<file path="src/rtl/adder_stream_driver.sv">
// Initiator for the FIFO-buffered adder. Splits each command pair into independent A/B
// transfers, registers returned sums, and caps in-flight pairs with a credit counter.
module adder_stream_driver #(
  parameter int DATA_IN_WIDTH   = 8,
  parameter int MAX_OUTSTANDING = 4
) (
  input  logic                       clk_i,
  input  logic                       arst_n,
  input  logic [2*DATA_IN_WIDTH-1:0] cmd_data,
  input  logic                       cmd_valid,
  output logic                       cmd_ready,
  output logic [DATA_IN_WIDTH-1:0]   outA,
  output logic                       outA_valid,
  input  logic                       outA_ready,
  output logic [DATA_IN_WIDTH-1:0]   outB,
  output logic                       outB_valid,
  input  logic                       outB_ready,
  input  logic [DATA_IN_WIDTH:0]     sum_in,
  input  logic                       sum_in_valid,
  output logic                       sum_in_ready,
  output logic [DATA_IN_WIDTH:0]     rsp,
  output logic                       rsp_valid,
  input  logic                       rsp_ready,
  output logic [7:0]                 outstanding_o,
  output logic [15:0]                rsp_count_o,
  output logic                       unexpected_o
);

  localparam int W = DATA_IN_WIDTH;
  localparam logic [7:0] MAX_CREDITS = 8'(MAX_OUTSTANDING);

  logic cmd_xfer;
  logic a_xfer;
  logic b_xfer;
  logic sum_xfer;
  logic rsp_xfer;

  // Readies depend only on registered state and the far side's ready, never on own valid.
  assign cmd_ready    = (!outA_valid | outA_ready) & (!outB_valid | outB_ready)
                      & (outstanding_o < MAX_CREDITS);
  assign sum_in_ready = !rsp_valid | rsp_ready;

  assign cmd_xfer = cmd_valid & cmd_ready;
  assign a_xfer   = outA_valid & outA_ready;
  assign b_xfer   = outB_valid & outB_ready;
  assign sum_xfer = sum_in_valid & sum_in_ready;
  assign rsp_xfer = rsp_valid & rsp_ready;

  always_ff @(posedge clk_i or negedge arst_n) begin
    if (!arst_n) begin
      outA       <= '0;
      outA_valid <= 1'b0;
      outB       <= '0;
      outB_valid <= 1'b0;
    end else if (cmd_xfer) begin
      outA       <= cmd_data[2*W-1:W];
      outA_valid <= 1'b1;
      outB       <= cmd_data[W-1:0];
      outB_valid <= 1'b1;
    end else begin
      if (a_xfer) outA_valid <= 1'b0;
      if (b_xfer) outB_valid <= 1'b0;
    end
  end

  always_ff @(posedge clk_i or negedge arst_n) begin
    if (!arst_n) begin
      rsp       <= '0;
      rsp_valid <= 1'b0;
    end else if (sum_xfer) begin
      rsp       <= sum_in;
      rsp_valid <= 1'b1;
    end else if (rsp_xfer) begin
      rsp_valid <= 1'b0;
    end
  end

  // A sum with no credit in flight is still forwarded; it only flags the anomaly.
  always_ff @(posedge clk_i or negedge arst_n) begin
    if (!arst_n) begin
      outstanding_o <= '0;
      rsp_count_o   <= '0;
      unexpected_o  <= 1'b0;
    end else begin
      if (sum_xfer) rsp_count_o <= rsp_count_o + 16'd1;
      case ({cmd_xfer, sum_xfer})
        2'b10:   outstanding_o <= outstanding_o + 8'd1;
        2'b01: begin
          if (outstanding_o != 8'd0) outstanding_o <= outstanding_o - 8'd1;
          else                       unexpected_o  <= 1'b1;
        end
        default: outstanding_o <= outstanding_o;
      endcase
    end
  end

endmodule
</file>
<file path="config.mk">
export PLATFORM = sky130hd
export DESIGN_NAME = adder_stream_driver
export DESIGN_NICKNAME = d
export VERILOG_FILES = /design/src/rtl/adder_stream_driver.sv
export SDC_FILE = /design/constraint.sdc
export NUM_CORES = 1
export LEC_CHECK = 0
export CAP_MARGIN = 20
export CORE_MARGIN = 2
export CORE_UTILIZATION = 30
export CTS_BUF_LIST = sky130_fd_sc_hd__clkbuf_4
export DETAILED_ROUTE_END_ITERATION = 16
export PLACE_DENSITY = 0.59
export SETUP_SLACK_MARGIN = 0.4
export SLEW_MARGIN = 0
export SYNTH_ARGS = -nofsm -noshare
export SYNTH_HDL_FRONTEND = slang
export SYNTH_SLANG_ARGS = --single-unit
</file>
<file path="constraint.sdc">
create_clock -name clk_i -period 2.6 [get_ports clk_i]
set_input_delay 0.26 -clock clk_i [delete_from_list [all_inputs] [get_ports clk_i]]
set_output_delay 0.26 -clock clk_i [all_outputs]
set_load 0.03 [all_outputs]
</file>
==> results.json, run 1 <==
{
  "synth_edf_count": 0,
  "drc_errors": 0,
  "rows": 32,
  "critPathBufInv": 1,
  "power_density_nw_per_um2": 1000,
  "fin_skew_ns": 0.0143,
  "crit_arrival_ns": 2.63,
  "nNetsFinal": 400,
  "avgRoutedWirePerCell_um": 12.8,
  "clkTransAtPathRegs_ns": 0.17,
  "die_area_um2": 8820,
  "min_period_over_period_pct": 88.3,
  "syn_to_final_growth_pct": 57.2,
  "vias": 2092,
  "start_kind": "flop",
  "ir_drop_uv": 503,
  "final_common_cell": "nand2_1",
  "crit_chain": "nor2_2 > and3_4 > nand2_4 > nand2_4 > inv_6 > ha_4 > nor2b_4 > o31a_1 > or4b_1 > nand3_1 > mux2_1",
  "io_buffers": 86,
  "n_antenna_cell": 0,
  "synthArstFlopShare_pct": 100,
  "relSlewSlack_pct": 58.5,
  "setup_violations": 0,
  "layout.cells.most_common_list": "nand2_1, clkdlybuf4s50_1, dfrtp_1, buf_4, xnor2_1",
  "core-area_um2": 7770,
  "status": "finished, final reports clean",
  "die_w_um": 93.9,
  "drive_above_1_share_pct": 19.7,
  "cpMostUsedCell": "nand2_4",
  "drt-initial-drc-count": 58,
  "start_util_pct": 31.2,
  "layout.cells.non_filler": 463,
  "antenna_found_initial": 0,
  "synth_warnings": 0,
  "ys_ff_latch": 53,
  "synth.distinct_cells": 35,
  "cp-end-kind": "flop",
  "die_y_um": 93.9,
  "synth_top_cell_by_area": "dfrtp_1",
  "fin_total_pwr_w": 0.00383,
  "routed_wl_um": 5930,
  "htree_levels": 2,
  "clkLatencyLatePin_ns": 0.38,
  "fmax_mhz": 436,
  "synth-main-ff-cell": "dfrtp_1",
  "crit_slowest_cell": "or4b_1",
  "grt_max_degree": 29,
  "leakage_nw": 1.74,
  "reg2reg_slack_ns": 0.30,
  "synth_cells": 244,
  "cts_tree": "built",
  "gp_congestion": 0.741,
  "min_period_ns": 2.30,
  "rsz0062_at_grt": "true",
  "final_util_pct": 49.1,
  "slew_viol_final": 0,
  "place_ws_ns": -0.0256,
  "hpwl_um": 4270,
  "numCtsBuffers": 5,
  "syn_area_um2": 2430,
  "critical_path.max_stage_delay_ns": 0.47,
  "clockBufferDepth": 2,
  "yosysSeqAreaShare_pct": 54.7,
  "hold_violations": 0,
  "drt_pre_antenna_iters": 4,
  "crit_type": "flop to flop",
  "worst_slew_pin_slew_ns": 0.622,
  "cts_root_buf": "clkbuf_4",
  "netlist.area_leader.share_pct": 54.7,
  "place_inst": 442,
  "fin_hold_ws_ns": 0.389,
  "crit_family": "simple AND/OR/NAND/NOR gates",
  "syn-num-nets": 284,
  "ant_nets": 0,
  "timing.final.ws_setup_ns": 0.304,
  "grt_pass1_vias": 2082,
  "synthTopCellsByArea": "dfrtp_1, nand2_1, xnor2_1",
  "hold_path.class": "input port to flop",
  "ios": 87,
  "required_ns": 2.94,
  "crit_fanout": 5,
  "clkSinkCount": 53,
  "maxCapViolCount": 0,
  "avgSynthCellArea_um2": 9.94,
  "grt-ovfl-total": 0,
  "vias_per_cell": 4.52,
  "grt_pass1_wl_um": 9930,
  "globalRouteTotalUtil_pct": 14.1
}
power by group:
group / internal [W] / switching, W
Clock: 0.000108 / 0.000278
Combinational: 0.00101 / 0.00112
Sequential: 0.00109 / 0.000222
Total: 0.00221 / 0.00162
per-stage QoR:
step                      TNS [ns]  cell area, um^2
final                            0             3810
after global placement           0             3550
after floorplan                  0             2480
after detailed placement   -0.0321             3550
after CTS                        0             3780
after global routing             0             3810
metal layers:
| metal | part of all wire, % | vias up | GRT usage [%] |
|---|---|---|---|
| li1 | - | 1030 | - |
| met1 | 44 | 1003 | 18.3 |
| met2 | 48 | 54 | 23.5 |
| met3 | 6.2 | 5 | 3.93 |
| met4 | 0.94 | 0 | 3.26 |
| met5 | 0 | - | 0 |
state kept, by name, indices dropped and copies added (netlist names):
signal and cells:
outB_valid 1, outstanding_o 8, rsp_valid 1, outA_valid 1, rsp_count_o 16, rsp 9, outB 8, unexpected_o 1
outA 8
Yosys cell counts (4+ instances only):
cell / number
a21oi_1: 4
and3_1: 4
dfrtp_1: 53
ha_1: 7
mux2_1: 5
nand2_1: 93
nand3_1: 8
nand4_1: 5
nor2_1: 9
xnor2_1: 15
xor2_1: 5
cell families (layout without fill, tap and decap cells):
logic type      after synthesis  in the layout  share of synthesized area [%]
xor+xnor                     20             20                           7.22
fa+ha+maj                     8              8                           4.44
buf+inv                       9            126                           1.55
mux                           8              8                           3.56
compound gates               13             13                           3.51
simple gates                133            133                           25.1
flops                        53             53                           54.7
final timing paths:
path / start / end / cells past startpoint
setup / recovery: outstanding_o[5]$_DFFE_PN0P_ / outstanding_o[6]$_DFFE_PN0P_ / 11
hold / removal: sum_in[2] / rsp[2]$_DFFE_PN0P_ / 3
setup reg to reg: outstanding_o[5]$_DFFE_PN0P_ / outstanding_o[6]$_DFFE_PN0P_ / 11
hold reg to reg: rsp_count_o[15]$_DFFE_PN0P_ / rsp_count_o[15]$_DFFE_PN0P_ / 1
max in group asynchronous: arst_n / outA_valid$_DFFE_PN0P_ / 3
min in group asynchronous: arst_n / outstanding_o[0]$_DFFE_PN0P_ / 2
layout make-up:
class	count	area [um^2]
fillers	748	3950
flip-flops and latches	53	1340
multi-input cells	182	1200
repair buffers	114	1070
well taps	102	128
clock buffers	5	37.5
inverters	4	22.5
clock inverters	3	21.3
what timing repair did:
item                                   4_1_cts  5_1_grt
hold buffers                                 1        0
gates cloned                                 0        0
gates resized for setup                     16        8
pin swaps                                    9        6
endpoints found under the hold margin       26        0
setup buffers                               10        2
setup endpoints to repair                    5        5
worst min-delay path: stages:
cell and delay [ns]:
clkdlybuf4s50_1 0.39, nand2_1 0.06, nand2_1 0.04
No activity file was read; power rests on OpenSTA's default activity.
==> inputs of run 2 (changes only) <==
CAP_MARGIN = default   (was 20)
CORE_MARGIN = 5   (was 2)
==> run 2 against run 1 <==
  * The run now ends with hold timing left
  * Die area up 13%
  * Clock power is 5.7% lower
  * Combinational power is 8% higher
  * Cell count grew 1.7%
  * Fmax down 0.50%
==> results.json, run 2 (synthesis results as in run 1) <==
{
  "vias": 2092,
  "worst_slew_pin_slew_ns": 0.683,
  "status": "complete, but fails checks",
  "relSlewSlack_pct": 54.5,
  "required_ns": 2.92,
  "cts_tree": "built",
  "ir_drop_uv": 469,
  "grt_pass1_vias": 2102,
  "io_buffers": 86,
  "grt-ovfl-total": 0,
  "clkTransAtPathRegs_ns": 0.16,
  "gp_congestion": 0.815,
  "hold_path.class": "input port to async pin",
  "rr_worst_depth": 11,
  "fin_skew_ns": 0.0140,
  "die_y_um": 99.9,
  "hold_violations": 6,
  "cts_root_buf": "clkbuf_4",
  "min_period_ns": 2.31,
  "routed_wl_um": 6260,
  "rows": 32,
  "largest_reg_flops": 16,
  "final_common_cell": "nand2_1",
  "grt_pass1_wl_um": 10100,
  "nNetsFinal": 408,
  "layout.cells.most_common_list": "nand2_1, clkdlybuf4s50_1, dfrtp_1, buf_4, xnor2_1",
  "drt-initial-drc-count": 53,
  "final_util_pct": 49.7,
  "avgRoutedWirePerCell_um": 13.3,
  "start_kind": "flop",
  "drive_above_1_share_pct": 21.1,
  "placement.cell_area_um2": 3550,
  "timing.final.ws_setup_ns": 0.292,
  "maxCapViolCount": 0,
  "numCtsBuffers": 5,
  "drt_pre_antenna_iters": 4,
  "leakage_nw": 1.81,
  "die_area_um2": 9990,
  "violations": "hold timing",
  "crit_fanout": 5,
  "start_util_pct": 31.1,
  "vias_per_cell": 4.44,
  "n_antenna_cell": 0,
  "ios": 87,
  "clkLatencyLatePin_ns": 0.37,
  "clockBufferDepth": 2,
  "die_w_um": 99.9,
  "clkSinkCount": 53,
  "slew_viol_final": 0,
  "htree_levels": 2,
  "crit_arrival_ns": 2.62,
  "power_density_nw_per_um2": 1020,
  "setup_violations": 0,
  "final_area_um2": 3880,
  "reg_top3": "rsp_count_o x16, rsp x9",
  "min_period_over_period_pct": 88.8,
  "largest_register": "rsp_count_o",
  "crit_type": "flop to flop",
  "cp-end-kind": "flop",
  "ant_nets": 0,
  "syn_to_final_growth_pct": 60.0,
  "core-area_um2": 7810,
  "place_ws_ns": -0.0176,
  "grt_max_degree": 54,
  "rsz0062_at_grt": "true",
  "hpwl_um": 4340,
  "globalRouteTotalUtil_pct": 12.5,
  "antenna_found_initial": 0,
  "fmax_mhz": 433,
  "fill_cells": 724,
  "drc_errors": 0,
  "fin_hold_ws_ns": -0.00487
}
## run 2: final timing paths
path                                              from                           end  slack [ns]
hold reg to reg            rsp_count_o[15]$_DFFE_PN0P_   rsp_count_o[15]$_DFFE_PN0P_        0.49
setup / recovery                 rsp_valid$_DFFE_PN0P_  outstanding_o[6]$_DFFE_PN0P_        0.29
max in group asynchronous                       arst_n  outstanding_o[4]$_DFFE_PN0P_        2.11
setup reg to reg                 rsp_valid$_DFFE_PN0P_  outstanding_o[6]$_DFFE_PN0P_        0.29
hold / removal                                  arst_n           outA[3]$_DFFE_PN0P_      -0.005
min in group clk_i                           sum_in[7]            rsp[7]$_DFFE_PN0P_        0.39
## run 2: layer usage
| layer | track usage, % | part of all wire, % | vias up |
|---|---|---|---|
| met5 | 0 | 0 | - |
| met4 | 3.68 | 1.1 | 0 |
| met3 | 5.00 | 7.9 | 8 |
| met2 | 19.6 | 46 | 60 |
| met1 | 16.0 | 45 | 973 |
| li1 | - | - | 1051 |
## run 2: area by class of cell
type                       count  area, um^2  share of cell area [%]
sequential                    53        1340                    34.5
multi-input combinational    182        1200                    31.0
timing repair buffer         122        1140                    29.3
tap                          102         128                    3.29
clock buffer                   5        37.5                   0.967
inverter                       4        22.5                   0.580
clock inverter                 3        17.5                   0.451
## run 2: worst max-delay path: stages (launching register included)
cell	delay [ns]
dfrtp_2	0.43
nor2b_4	0.14
inv_4	0.04
and2_1	0.20
nand2_4	0.09
inv_6	0.09
ha_4	0.20
nor2b_4	0.12
o31a_1	0.27
or4b_1	0.48
nand3_1	0.08
mux2_1	0.12
## run 2: timing repair
item | CTS | global route
buffers inserted | 16 | 5
gates resized for setup | 9 | 15
endpoints found under the setup margin | 5 | 17
hold buffers | 0 | 0
pin swaps | 6 | 10
## run 2: report_power, final
group	switching, W	total [W]	internal [W]
Clock	0.000260	0.000364	0.000103
Sequential	0.000210	0.00130	0.00109
Combinational	0.00117	0.00229	0.00112
## run 2: through the flow
step           setup TNS [ns]  power (W)  cells
3_3_place_gp                0    0.00324    442
4_1_cts                     0    0.00387    466
5_1_grt                     0    0.00422    471
3_5_place_dp          -0.0176    0.00325    442
2_1_floorplan               0    0.00245    244
6_report                    0    0.00396    471
==> inputs of run 3 (changes only) <==
ABC_AREA = 1   (was default)
CORE_ASPECT_RATIO = 1.75   (was default)
PLACE_DENSITY = 0.58   (was 0.59)
==> run 3 against run 2 <==
  * The run still ends with hold timing left
  * Utilization decreased by 4.2 points
  * Fmax increased by 11%
  * Synthesized cell count increased by 9.8%
  * Total power decreased by 1.0%
  * Final area decreased by 1.8%
  * Sequential share of layout area increased by 0.54 points
  * Critical path type unchanged
==> results.json, run 3 <==
{
  "status": "complete, but fails checks",
  "violations": "hold timing",
  "numCtsBuffers": 5,
  "crit_arrival_ns": 2.39,
  "die_y_um": 132,
  "fin_skew_ns": 0.0128,
  "setup_violations": 0,
  "drc_errors": 0,
  "cts_tree": "built",
  "gr-max-usage-layer": "met2",
  "clkLatencyLatePin_ns": 0.37,
  "leakage_nw": 1.75,
  "io_buffers": 86,
  "vias": 2142,
  "drt_pre_antenna_iters": 4,
  "start_util_pct": 30.7,
  "syn-num-nets": 308,
  "final_common_cell": "clkdlybuf4s50_1",
  "syn_to_final_growth_pct": 48.2,
  "avgSynthCellArea_um2": 9.59,
  "core-area_um2": 8370,
  "slew_viol_final": 0,
  "synthTopCellsByArea": "dfrtp_1, nand2_1, mux2_4",
  "clockBufferDepth": 2,
  "start_kind": "flop",
  "crit_fanout": 6,
  "cts_root_buf": "clkbuf_4",
  "synth_top_cell_by_area": "dfrtp_1",
  "relSlewSlack_pct": 54.3,
  "use_met1_pct": 14.1,
  "die_area_um2": 10600,
  "hold_path.class": "input port to async pin",
  "fmax_mhz": 483,
  "worst_slew_pin_slew_ns": 0.686,
  "grt_pass1_wl_um": 11000,
  "yosysMostFrequentCell": "nand2_1",
  "finalSetupTns_ns": 0,
  "grt_pass1_vias": 2275,
  "htree_levels": 2,
  "power_density_nw_per_um2": 1030,
  "rr_startpoint": "outstanding_o[6]$_DFFE_PN0P_",
  "drt-initial-drc-count": 63,
  "rows": 44,
  "required_ns": 2.92,
  "synth_warnings": 0,
  "largest_reg_flops": 16,
  "vias_per_cell": 4.43,
  "fin_total_pwr_w": 0.00392,
  "die_w_um": 80.0,
  "cp-end-kind": "flop",
  "crit_path_start": "outstanding_o[6]$_DFFE_PN0P_",
  "ant_nets": 0,
  "drive_above_1_share_pct": 19.6,
  "layout.cells.non_filler": 483,
  "synth_common_cells": "nand2_1, dfrtp_1, inv_1",
  "crit_type": "flop to flop",
  "grt-ovfl-total": 0,
  "synth_cells": 268,
  "rsz0062_at_grt": "true",
  "gp_congestion": 0.808,
  "layout.cells.most_common_list": "clkdlybuf4s50_1, nand2_1, dfrtp_1, inv_1, nor2_1",
  "ios": 87,
  "min_period_over_period_pct": 79.6,
  "min_period_ns": 2.07,
  "clkTransAtPathRegs_ns": 0.15,
  "hpwl_um": 5100,
  "syn_area_um2": 2570,
  "synth-main-ff-cell": "dfrtp_1",
  "globalRouteTotalUtil_pct": 13.3,
  "synth_edf_count": 0,
  "nNetsFinal": 407,
  "grt_max_degree": 54,
  "synth.distinct_cells": 28,
  "clkSinkCount": 53,
  "ctsHoldBuffers": 0,
  "place_inst": 468,
  "netlist.area_leader.share_pct": 51.6,
  "synthArstFlopShare_pct": 100,
  "maxCapViolCount": 0,
  "avgRoutedWirePerCell_um": 13.7,
  "grt_use_met2_pct": 24.3,
  "gr-usage-met3_pct": 3.13,
  "antenna_found_initial": 0,
  "fin_hold_ws_ns": -0.0250,
  "n_antenna_cell": 0,
  "yosysSeqAreaShare_pct": 51.6,
  "largest_register": "rsp_count_o",
  "ir_drop_uv": 423,
  "routed_wl_um": 6630,
  "ys_ff_latch": 53,
  "hold_violations": 14,
  "reg_top3": "rsp_count_o x16, rsp x9"
}
run 3: cell types whose count changed in the layout (fill, tap and decap cells not counted), sizes merged, moves of 4 or more:
cell   delta
nor2     +10
xnor2     -9
nand2     -5
xor2      +4
and3      -4
nand3     +7
mux2     +11
buf      -26
nor3      +5
inv      +19
run 3: final timing paths:
check	to	slack (ns)	cells past startpoint
setup / recovery	outstanding_o[6]$_DFFE_PN0P_	0.53	13
hold / removal	outB[7]$_DFFE_PN0P_	-0.02	2
setup reg to reg	outstanding_o[6]$_DFFE_PN0P_	0.53	13
hold reg to reg	rsp[8]$_DFFE_PN0P_	0.50	2
max in group asynchronous	outstanding_o[2]$_DFFE_PN0P_	2.10	2
min in group clk_i	rsp[7]$_DFFE_PN0P_	0.41	3
run 3: metal layers:
| metal | wire length [um] | vias up |
|---|---|---|
| met5 | 0 | - |
| met1 | 2440 | 1035 |
| met3 | 259 | 10 |
| met2 | 3750 | 47 |
| met4 | 186 | 0 |
| li1 | - | 1050 |
run 3: power breakdown:
group	total, W	switching (W)	internal (W)
registers	0.00132	0.000217	0.00110
logic	0.00223	0.00122	0.00100
clock network	0.000374	0.000249	0.000126
total	0.00392	0.00169	0.00223
run 3: timing repair:
action / in CTS / in global routing
pin swaps: 1 / 7
hold endpoints to repair: 0 / 0
setup buffers: 2 / 5
resized for setup: 1 / 14
setup endpoints to repair: 3 / 4
run 3: logic make-up (layout without fill, tap and decap cells):
| group | Yosys count | after routing | synth area share, % |
|---|---|---|---|
| mux | 16 | 16 | 8.03 |
| compound gates | 13 | 13 | 3.16 |
| xor+xnor | 15 | 15 | 5.11 |
| fa+ha+maj | 8 | 8 | 4.18 |
| buf+inv | 27 | 127 | 4.87 |
| simple gates | 136 | 136 | 23.1 |
| flops | 53 | 53 | 51.6 |
run 3: cell type report:
| cell class | instances | area (um^2) |
|---|---|---|
| Tap cell | 115 | 144 |
| Timing Repair Buffer | 96 | 930 |
| Inverter | 23 | 93.8 |
| Clock buffer | 7 | 52.6 |
| Fill cell | 856 | 4560 |
| Multi-Input combinational cell | 188 | 1250 |
| Clock inverter | 1 | 3.75 |
| Sequential cell | 53 | 1330 |
run 3: worst max-delay path: stages (launching register included):
cell,delay [ns]
dfrtp_2,0.45
nor2_2,0.11
nand2_2,0.10
nor2_4,0.15
nand3_4,0.11
nand2_8,0.11
inv_8,0.05
ha_4,0.29
nand2_2,0.06
nor3_2,0.15
nand3b_1,0.15
xor2_1,0.16
nand2_1,0.07
nand2_1,0.05
run 3: metrics by stage:
step                instance area [um^2]  setup slack, ns  utilization [%]
floorplan                           2660            0.320                -
global placement                    3650            0.304             43.6
detailed placement                  3650            0.263             43.6
CTS                                 3720            0.407             44.4
global route                        3810            0.377             45.5
finish                              3810            0.530             45.5
